`src/rtl/ram_arbiter.sv`:
```
// rtl/ram_arbiter.sv - two-port round-robin arbiter in front of a single registered-read RAM port
// Optional RAM_ARB_LOCK_EN: a port holding lockN keeps the grant across back-to-back transactions.
module ram_arbiter #(
  parameter int ADDR_W = 32,
  parameter int DATA_W = 32
) (
  input  logic              clk,
  input  logic              reset,
  input  logic              req0,
  input  logic              we0,
  input  logic [ADDR_W-1:0] addr0,
  input  logic [DATA_W-1:0] wdata0,
  output logic              ack0,
  output logic [DATA_W-1:0] rdata0,
  input  logic              req1,
  input  logic              we1,
  input  logic [ADDR_W-1:0] addr1,
  input  logic [DATA_W-1:0] wdata1,
  output logic              ack1,
  output logic [DATA_W-1:0] rdata1,
  input  logic              lock0,
  input  logic              lock1,
  output logic              mem_read_req,
  output logic              mem_write_req,
  output logic [ADDR_W-1:0] mem_addr,
  output logic [DATA_W-1:0] mem_wdata,
  input  logic [DATA_W-1:0] mem_rdata,
  output logic              busy,
  output logic              owner
);

  typedef enum logic [1:0] {IDLE, ISSUE, CAPTURE, DONE} state_t;

  state_t            state;
  logic              last_grant;
  logic              lat_we;
  logic              gnt;
  logic              sel_we;
  logic [ADDR_W-1:0] sel_addr;
  logic [DATA_W-1:0] sel_wdata;

  // Winner if a grant happens this cycle; only consulted in IDLE when a req is up.
  always_comb begin
    gnt = (req0 && req1) ? ~last_grant : req1;
`ifdef RAM_ARB_LOCK_EN
    if ((last_grant ? lock1 : lock0) && (last_grant ? req1 : req0))
      gnt = last_grant;
`endif
    sel_we    = gnt ? we1 : we0;
    sel_addr  = gnt ? addr1 : addr0;
    sel_wdata = gnt ? wdata1 : wdata0;
  end

`ifndef RAM_ARB_LOCK_EN
  logic unused_lock;
  assign unused_lock = lock0 ^ lock1;
`endif

  always_ff @(posedge clk or negedge reset) begin
    if (!reset) begin
      state         <= IDLE;
      last_grant    <= 1'b1;
      owner         <= 1'b0;
      busy          <= 1'b0;
      lat_we        <= 1'b0;
      mem_read_req  <= 1'b0;
      mem_write_req <= 1'b0;
      mem_addr      <= '0;
      mem_wdata     <= '0;
      ack0          <= 1'b0;
      ack1          <= 1'b0;
      rdata0        <= '0;
      rdata1        <= '0;
    end else begin
      case (state)
        IDLE: begin
          if (req0 || req1) begin
            state         <= ISSUE;
            busy          <= 1'b1;
            owner         <= gnt;
            last_grant    <= gnt;
            lat_we        <= sel_we;
            mem_read_req  <= ~sel_we;
            mem_write_req <= sel_we;
            mem_addr      <= sel_addr;
            mem_wdata     <= sel_wdata;
          end
        end
        ISSUE: begin
          mem_read_req  <= 1'b0;
          mem_write_req <= 1'b0;
          state         <= CAPTURE;
        end
        CAPTURE: begin
          // RAM data registered at the ISSUE edge is valid now.
          if (!lat_we) begin
            if (owner) rdata1 <= mem_rdata;
            else       rdata0 <= mem_rdata;
          end
          ack0  <= ~owner;
          ack1  <= owner;
          state <= DONE;
        end
        DONE: begin
          ack0  <= 1'b0;
          ack1  <= 1'b0;
          busy  <= 1'b0;
          state <= IDLE;
        end
        default: state <= IDLE;
      endcase
    end
  end

endmodule

```
`config.mk`:
```
export PLATFORM = sky130hd
export DESIGN_NAME = ram_arbiter
export DESIGN_NICKNAME = d
export VERILOG_FILES = /design/src/rtl/ram_arbiter.sv
export SDC_FILE = /design/constraint.sdc
export NUM_CORES = 1
export LEC_CHECK = 0
export ABC_AREA = 1
export BUFFER_PORTS_ARGS = -buffer_cell sky130_fd_sc_hd__buf_4
export CAP_MARGIN = 20
export CORE_ASPECT_RATIO = 1.75
export CORE_MARGIN = 4
export CORE_UTILIZATION = 45
export DETAILED_ROUTE_END_ITERATION = 16
export HOLD_SLACK_MARGIN = 0.02
export PLACE_DENSITY = 0.79
export SYNTH_ARGS = -nofsm -noshare
export SYNTH_HDL_FRONTEND = slang
export SYNTH_SLANG_ARGS = --single-unit
export TNS_END_PERCENT = 50
```
`constraint.sdc`:
```
create_clock -name clk -period 2.4 [get_ports clk]
set_clock_uncertainty 0.15 [all_clocks]
set_input_delay 0.48 -clock clk [delete_from_list [all_inputs] [get_ports clk]]
set_output_delay 0.48 -clock clk [all_outputs]
set_load 0.05 [all_outputs]
```
==> results of run 1 <==
-- cell type report --
| class | count | area (um^2) | share of cell area, % |
|---|---|---|---|
| Timing Repair Buffer | 310 | 2410 | 26.3 |
| Antenna cell | 1 | 2.50 | 0.0273 |
| Clock buffer | 18 | 439 | 4.80 |
| Multi-Input combinational cell | 550 | 2240 | 24.5 |
| Clock inverter | 14 | 234 | 2.56 |
| Sequential cell | 138 | 3450 | 37.7 |
| Tap cell | 171 | 214 | 2.34 |
| Inverter | 43 | 161 | 1.76 |
-- cell families after synthesis --
logic type	share of synthesized area, %
AND/OR/NAND/NOR	29.4
buffers and inverters	6.15
flip-flops	57.0
adder cells (fa/ha/maj)	1.03
AO/OA/AOI/OAI	6.38
-- routing by layer --
metal	vias to the layer above	wire length, um
met5	-	0
met4	0	489
met3	33	1520
met2	215	9550
met1	2715	6360
li1	2922	-
-- per-stage QoR --
stage               util [%]  power, W
floorplan                  -   0.00971
global placement        64.8    0.0123
detailed placement      64.8    0.0125
CTS                     70.0    0.0155
global route            70.0    0.0162
finish                  70.0    0.0153
-- what timing repair did --
item                      CTS  global route
resized for setup           0             0
hold endpoints to repair   39             0
hold buffers                1             0
-- state kept, by name, indices dropped and copies added, names as in the netlist --
register / count
mem_addr: 32
state: 2
rdata1: 32
lat_we: 1
ack0: 1
mem_read_req: 1
ack1: 1
last_grant: 1
owner: 1
mem_wdata: 32
busy: 1
rdata0: 32
mem_write_req: 1
-- worst reg2reg max path: stages, from the launching register on --
cell and delay [ps]:
dfrtp_1 400, inv_1 130, ha_1 270, nand3_2 440
buf_12 350, o21ai_0 200
-- synth_stat cells --
cell	number	share of area (%)
buf_1	1	0.062
buf_2	7	0.58
buf_4	12	1.5
buf_6	1	0.19
clkbuf_1	19	1.2
dfrtp_1	137	57
dfstp_2	1	0.43
ha_1	5	1.0
inv_1	41	2.5
inv_2	2	0.12
nand2_1	462	29
nand3_1	3	0.25
nand3_2	2	0.33
nor2_1	2	0.12
o211ai_1	2	0.25
o21ai_0	70	5.8
o21ai_2	1	0.14
o22ai_1	2	0.21
or2_2	1	0.10
-- power by group through the flow --
stage,registers [W],logic (W),clock network (W)
floorplan,0.00780,0.00191,0
global placement,0.00405,0.00830,0
detailed placement,0.00407,0.00841,0
CTS,0.00407,0.00844,0.00300
global route,0.00421,0.00890,0.00313
finish,0.00407,0.00833,0.00295
-- worst max path at each step --
| stage | cells after the start | slack [ps] | endpoint | startpoint |
|---|---|---|---|---|
| after detailed placement | 6 | 400 | rdata0[11] | state[0] |
| after global placement | 6 | 440 | rdata0[6] | state[0] |
| final | 5 | 370 | rdata0[13] | state[0] |
| after global routing | 6 | 180 | rdata0[13] | state[0] |
| after floorplan | 5 | 800 | rdata0[10] | owner |
| after CTS | 6 | 360 | rdata0[7] | state[0] |
==> summary.md, run 1 <==
| Metric | Value |
|---|---|
| Pins Over Slew Limit | 0 |
| P_sw | 0.00762 W |
| Initial drt markers | 195 |
| PnR worst setup slack | 375 ps |
| R2R depth | 5 |
| DRT Pass-1 Iters | 4 |
| Fraction of layout cells with a size suffix above 1 | 32.5% |
| Cell family with most CP delay | buffers and inverters |
| Fin. Hold Viols | 0 |
| Worst VDD drop | 1210 uV |
| Commonest cells after routing, fill and taps aside | nand2_1, buf_4, dfrtp_1 |
| Crit Reg-Reg Startpoint | state[0] |
| Status | completed |
| Syn Inst Count | 771 |
| Setup TNS | 0 ps |
| Number of global-route vias before repair | 5,575 |
| First-pass GRT wire length | 27,700 um |
| Global route total overflow | 0 |
| Normalized max-slew margin | 65.9% |
| Met3 Use GR | 6.52% |
| Seq/Total Area, Yosys | 57.0% |
| Port bufs | 299 |
| CTS tree | yes |
| Internal reg-to-reg setup slack | 370 ps |
| Final ANT Viol Nets | 0 |
| Pre-CTS worst setup slack | 402 ps |
| Critical path's slowest cell | nand3_2 |
| Post-DP Area | 8470 um^2 |
| Commonest non-fill, non-tap cell in the layout | nand2_1 |
| Detail Placement HPWL | 13,300 um |
| Hold Path Class | in2reg |
| Final non-filler cell area | 9160 um^2 |
| Vias per std cell | 4.73 |
| Syn nets | 944 |
| PD cells | 1680 nW/um^2 |
| R2R Path End | rdata0[13] |
| DRC | 0 |
| Fill cells | 1,139 |
| Setup CP Type | reg2reg |
| Worst-Skew Late Latency | 400 ps |
| Seq pwr share | 26.5% |
| Core area | 13,100 um^2 |
| Combinational power share | 54.3% |
| CP arrival | 2190 ps |
| Post-Syn Area per Cell | 7.86 um^2 |
| Initial Utilization | 46.3% |
| Htree depth | 4 |
| Post-CTS Setup Inserts | 0 |
| CTS sink cnt | 138 |
| Mapped Area | 6060 um^2 |
| Worst-path clk slew | 60 ps |
| CP max FO | 38 |
| Root buf cell | clkbuf_16 |
| Worst Setup End Kind | flip-flop |
| Min-Delay Path Depth | 3 |
| Fmax | 494 MHz |
| Mean routed wirelength per cell | 14.4 um |
| Buffers & Inverters on Critical Path | 2 |
| Routing usage on met1 | 25.6% |
| Hold slack | 192 ps |
| YS warnings | 0 |
| Final wirelength | 17,900 um |
| Crit path required time | 2560 ps |
| Final #Nets | 1,233 |
| Distinct cells, synth | 19 |
| Post-Place Cells | 1,211 |
| RD Place Congestion | 0.857 |
| Clock Power Share | 19.2% |
| Die Y | 162 um |
| Global route hottest layer | met2 |
| Overall global routing resource usage | 23.0% |
| Setup violators final | 0 |
| Register bit total from synthesis | 138 |
| Hold EP | rdata0[16] |
| Ports | 302 |
| Hold_sp | mem_rdata[16] |
| Area grow syn2layout | 51.1% |
| LEAKAGE | 5.29 nW |
| Tightest Pin Transition | 512 ps |
| Pint | 0.00773 W |
| GR Util met2 | 40.2% |
| Final Cycle Share | 84.4% |
| Post-layout minimum cycle time | 2030 ps |
| Vias post-DR | 5,885 |
| Max-Cap Viols | 0 |
| RSZ-0062 raised after global routing | no |
| CTS Buf Count | 17 |
| Initial antenna violation count | 1 |
| CP Launch Type | flip-flop |
| Critical-path cell list | inv_1, ha_1, nand3_2, buf_12, o21ai_0 |
| Largest net degree at the start of global routing | 63 |
| Clk buf depth | 2 |
| Sw Share | 49.6% |
| DIE WIDTH | 95.7 um |
| Row count | 55 |
| Crit path largest cell delay | 440 ps |
| Non-Filler Instances | 1,245 |
| Die ar. | 15,500 um^2 |
Power figures use the tool's default switching activity.
==> inputs of run 2 (changes only) <==
ABC_AREA = 0   (was 1)
CORE_UTILIZATION = 41   (was 45)
PLACE_DENSITY = 0.77   (was 0.79)
clock period = 1.8 ns   (was 2.4 ns; I/O delays follow)
==> summary.md, run 2 <==
| Metric | Value |
|---|---|
| Row count | 57 |
| Internal reg-to-reg setup slack | 30 ps |
| Die ar. | 16,200 um^2 |
| CP Launch Type | flip-flop |
| Worst Setup SP | state[0] |
| Max-Cap Viols | 0 |
| Worst Setup End Kind | flip-flop |
| Area grow syn2layout | 57.7% |
| Commonest cells after routing, fill and taps aside | buf_4, dfrtp_1, mux2i_1 |
| Uppermost layer routed | met4 |
| Seq/Total Area, Yosys | 59.5% |
| PD cells | 2280 nW/um^2 |
| Commonest non-fill, non-tap cell in the layout | buf_4 |
| Mean routed wirelength per cell | 16.9 um |
| Most numerous cell in the Yosys netlist | dfrtp_1 |
| Fin. Hold Viols | 0 |
| R2R Path End | rdata0[13] |
| Synth area leader | dfrtp_1 |
| Synth async-reset ratio | 100% |
| RSZ-0062 raised after global routing | yes |
| Final Cycle Share | 98.2% |
| Met3 WL | 1080 um |
| Htree depth | 4 |
| Register bit total from synthesis | 138 |
| YS warnings | 0 |
| Final #Nets | 952 |
| Detail Placement HPWL | 12,700 um |
| DRC | 0 |
| Vias per std cell | 4.90 |
| Distinct cells, synth | 27 |
| Fmax | 566 MHz |
| Largest net degree at the start of global routing | 57 |
| Synth Flop Type | dfrtp_1 |
| Final Power | 0.0209 W |
| Vias post-DR | 4,741 |
| CTS sink cnt | 138 |
| Port bufs | 299 |
| Most area-consuming cells after synthesis | dfrtp_1, mux2i_1, mux2_2 |
| # diodes | 0 |
| DIE WIDTH | 98.0 um |
| Root buf cell | clkbuf_16 |
| LEAKAGE | 4.55 nW |
| Initial Utilization | 41.7% |
| First-pass GRT wire length | 25,000 um |
| Initial drt markers | 103 |
| Status | completed |
| Post-synth EDFFs | 0 |
| Die Y | 165 um |
| Crit Reg-Reg Startpoint | state[0] |
| DRT Pass-1 Iters | 4 |
| Post-layout minimum cycle time | 1770 ps |
| CP arrival | 1900 ps |
| Worst-Skew Late Latency | 400 ps |
| Final non-filler cell area | 9150 um^2 |
| Pins Over Slew Limit | 0 |
| Hold_sp | mem_rdata[2] |
| Met2 WL | 9260 um |
| Overall global routing resource usage | 19.5% |
| Normalized max-slew margin | 78.8% |
| Hold Path Class | in2reg |
| Fraction of layout cells with a size suffix above 1 | 53.7% |
| Tightest Pin Transition | 310 ps |
| Fill cells | 1,091 |
| CTS Buf Count | 17 |
| Ports | 302 |
| CTS tree | yes |
| Syn Inst Count | 456 |
| Setup violators final | 0 |
| Final ANT Viol Nets | 0 |
| RD Place Congestion | 0.754 |
| Share of the synthesized area in the top cell type | 59.1% |
| Final wirelength | 16,400 um |
| Commonest cells in the netlist | dfrtp_1, mux2i_1, nand2_1 |
| Setup CP Type | reg2reg |
| Initial antenna violation count | 0 |
| Number of global-route vias before repair | 5,142 |
| Min-Delay Path Depth | 2 |
| Hold EP | rdata0[2] |
| M1 WL | 5600 um |
| Syn nets | 629 |
| Worst-path clk slew | 60 ps |
| Worst VDD drop | 987 uV |
| Mapped Area | 5810 um^2 |
| Crit path required time | 1930 ps |
| Core area | 13,900 um^2 |
| R2R depth | 6 |
| Clk buf depth | 2 |
| Post-DP Area | 8410 um^2 |
| CP max FO | 8 |
| Global route total overflow | 0 |
| Post-Syn Area per Cell | 12.7 um^2 |
run 2: power breakdown:
group	switching, W	internal [W]	leakage [nW]
Clock	0.00133	0.00222	0.289
Sequential	0.000898	0.00468	1.67
Combinational	0.00777	0.00397	2.59
Total	0.0100	0.0109	4.55
run 2: cell families after synthesis:
| logic type | after synthesis | share of synthesized area [%] |
|---|---|---|
| buf+inv | 30 | 3.13 |
| flops | 138 | 59.5 |
| mux | 132 | 24.2 |
| fa+ha+maj | 5 | 1.08 |
| simple gates | 75 | 5.19 |
| compound gates | 76 | 6.94 |
run 2: worst max-delay path by stage:
| stage | to | slack, ps | depth (start not counted) |
|---|---|---|---|
| 4_1_cts | rdata0[27] | 10 | 6 |
| 6_report | rdata0[13] | 30 | 6 |
| 3_3_place_gp | rdata0[19] | 30 | 5 |
| 5_1_grt | rdata0[29] | -20 | 6 |
| 3_5_place_dp | rdata0[0] | -20 | 5 |
| 2_1_floorplan | state[1] | -30 | 4 |
run 2: routing by layer:
| layer | GRT usage (%) | vias up |
|---|---|---|
| met2 | 36.6 | 197 |
| met4 | 8.38 | 0 |
| met1 | 20.4 | 2281 |
| met3 | 5.25 | 29 |
| met5 | 0 | - |
| li1 | - | 2234 |
run 2: final cells by class:
cell class	count	area [um^2]	area share, %
Clock buffer	18	439	4.80
Tap cell	177	221	2.42
Clock inverter	13	166	1.82
Sequential cell	138	3450	37.7
Multi-Input combinational cell	288	2220	24.3
Inverter	3	11.3	0.123
Timing Repair Buffer	331	2640	28.8
run 2: repair_timing:
action / CTS / global route
hold buffers: 4 / 0
setup endpoints to repair: 31 / 35
setup buffers: 2 / 3
cloned: 1 / 1
endpoints found under the hold margin: 31 / 0
resized for setup: 3 / 7
run 2: metrics by stage:
step / std cells / hold WS [ps] / worst slack [ps] / setup TNS, ps / utilization (%)
floorplan: 456 / -85.6 / -26.1 / -26.1 / -
global placement: 927 / 103 / 27.9 / 0 / 60.4
detailed placement: 927 / 108 / -19.9 / -311 / 60.4
CTS: 965 / 20.4 / 13.0 / 0 / 65.4
global route: 968 / 29.0 / -23.8 / -155 / 65.8
finish: 968 / 37.4 / 32.5 / 0 / 65.8
run 2: worst max-delay path, stage by stage (launching register included):
cell	delay, ps
dfrtp_1	400
inv_2	110
ha_4	150
nor3b_4	210
buf_6	150
clkbuf_16	160
mux2_2	340
==> inputs of run 3 (changes only) <==
ABC_AREA = 1   (was 0)
CORE_UTILIZATION = 42   (was 41)
==> summary.md, run 3 (synthesis results as in run 1) <==
| Metric | Value |
|---|---|
| DIE WIDTH | 98.8 um |
| Clk buf depth | 2 |
| Root buf cell | clkbuf_16 |
| Final Cycle Share | 90.7% |
| DRT Pass-1 Iters | 4 |
| Die ar. | 16,500 um^2 |
| CTS sink cnt | 138 |
| PD cells | 2190 nW/um^2 |
| DRC | 0 |
| Fin. Hold Viols | 0 |
| Worst VDD drop | 1390 uV |
| Core area | 14,000 um^2 |
| # hold bufs at CTS | 1 |
| Detail Placement HPWL | 13,500 um |
| Setup TNS | 0 ps |
| Normalized max-slew margin | 72.6% |
| RD Place Congestion | 0.843 |
| Global route total overflow | 0 |
| RSZ-0062 raised after global routing | no |
| Max-Cap Viols | 0 |
| Setup violators final | 0 |
| Largest net degree at the start of global routing | 65 |
| Mean routed wirelength per cell | 14.5 um |
| Initial Utilization | 43.1% |
| Reg area | 3450 um^2 |
| Post-layout minimum cycle time | 1630 ps |
| Worst Setup End Kind | flip-flop |
| Initial drt markers | 245 |
| Die Y | 167 um |
| Port bufs | 299 |
| Worst-Skew Late Latency | 400 ps |
| Vias per std cell | 4.64 |
| Commonest non-fill, non-tap cell in the layout | nand2_1 |
| First-pass GRT wire length | 29,300 um |
| Tightest Pin Transition | 410 ps |
| Multi-input logic area | 2240 um^2 |
| CP max FO | 45 |
| Setup CP Type | reg2reg |
| Hold slack | 72.4 ps |
| CP Launch Type | flip-flop |
| Hold Path Class | in2reg |
| CTS tree | yes |
| Final wirelength | 18,200 um |
| Status | completed |
| CP arrival | 1770 ps |
| Htree depth | 4 |
| Row count | 57 |
| Fill cells | 1,274 |
| Pins Over Slew Limit | 0 |
| Number of global-route vias before repair | 5,868 |
| LEAKAGE | 5.29 nW |
| Area grow syn2layout | 51.5% |
| Vias post-DR | 5,830 |
| CTS Buf Count | 17 |
| Fmax | 613 MHz |
| Commonest cells after routing, fill and taps aside | nand2_1, buf_4, dfrtp_1 |
| PostCTS Resize Cnt | 0 |
| Crit path required time | 1940 ps |
| Fraction of layout cells with a size suffix above 1 | 32.9% |
| Ports | 302 |
| Worst-path clk slew | 60 ps |
| Final ANT Viol Nets | 0 |
| Post-CTS Setup Inserts | 0 |
| Initial antenna violation count | 0 |
| Final #Nets | 1,239 |
| Overall global routing resource usage | 22.1% |
| # diodes | 0 |
## run 3: changes by cell type in the layout (fill, tap and decap cells not counted), moves of 3 or more
cell | previous run | this run
mux2_2 | 56 | 0
mux2i_1 | 67 | 0
nand2_1 | 66 | 461
dlygate4sd3_1 | 4 | 1
mux2_1 | 8 | 0
nand3_1 | 0 | 3
buf_4 | 314 | 303
o21ai_0 | 28 | 70
o21ai_1 | 39 | 0
a21oi_1 | 3 | 0
inv_1 | 1 | 41
## run 3: worst paths after layout
path                       slack [ps]          to          start  cells after the start
max                               170        busy       state[0]                      7
min                                70  rdata0[19]  mem_rdata[19]                      3
max reg2reg                       170        busy       state[0]                      7
min reg2reg                       320  last_grant     last_grant                      2
max in group asynchronous         590  last_grant          reset                      3
min in group asynchronous         300  rdata0[29]          reset                      2
## run 3: power breakdown
part / total (W) / switching (W) / internal, W
Combinational: 0.0113 / 0.00800 / 0.00328
Clock: 0.00341 / 0.00140 / 0.00201
Sequential: 0.00543 / 0.000809 / 0.00462
## run 3: layout make-up
cell class / count / share of cell area (%)
flip-flops and latches: 138 / 37.6
repair buffers: 316 / 27.4
multi-input cells: 550 / 24.4
clock buffers: 19 / 4.93
well taps: 177 / 2.41
inverters: 43 / 1.76
clock inverters: 13 / 1.46
## run 3: per-layer routing
layer / up-vias / track usage, % / wire length (um)
met5: - / 0 / 0
met2: 192 / 39.1 / 9660
met1: 2669 / 25.6 / 6890
met4: 0 / 8.44 / 492
met3: 30 / 4.94 / 1130
li1: 2939 / - / -
## run 3: worst max-delay path: stages, from the launching register on
cell and delay, ps:
dfrtp_1 370, inv_1 100, ha_1 260, o21ai_4 120, inv_2 100, buf_12 190
o21ai_0 170, inv_1 60
## run 3: metrics by stage
| stage | area (um^2) | instances | utilization [%] | total power, W | worst slack [ps] |
|---|---|---|---|---|---|
| CTS | 9180 | 1256 | 65.4 | 0.0204 | 147 |
| floorplan | 6060 | 771 | - | 0.0129 | 201 |
| global placement | 8590 | 1223 | 61.1 | 0.0166 | 213 |
| detailed placement | 8590 | 1223 | 61.1 | 0.0168 | 160 |
| finish | 9180 | 1256 | 65.4 | 0.0201 | 168 |
| global route | 9180 | 1256 | 65.4 | 0.0213 | 58.6 |
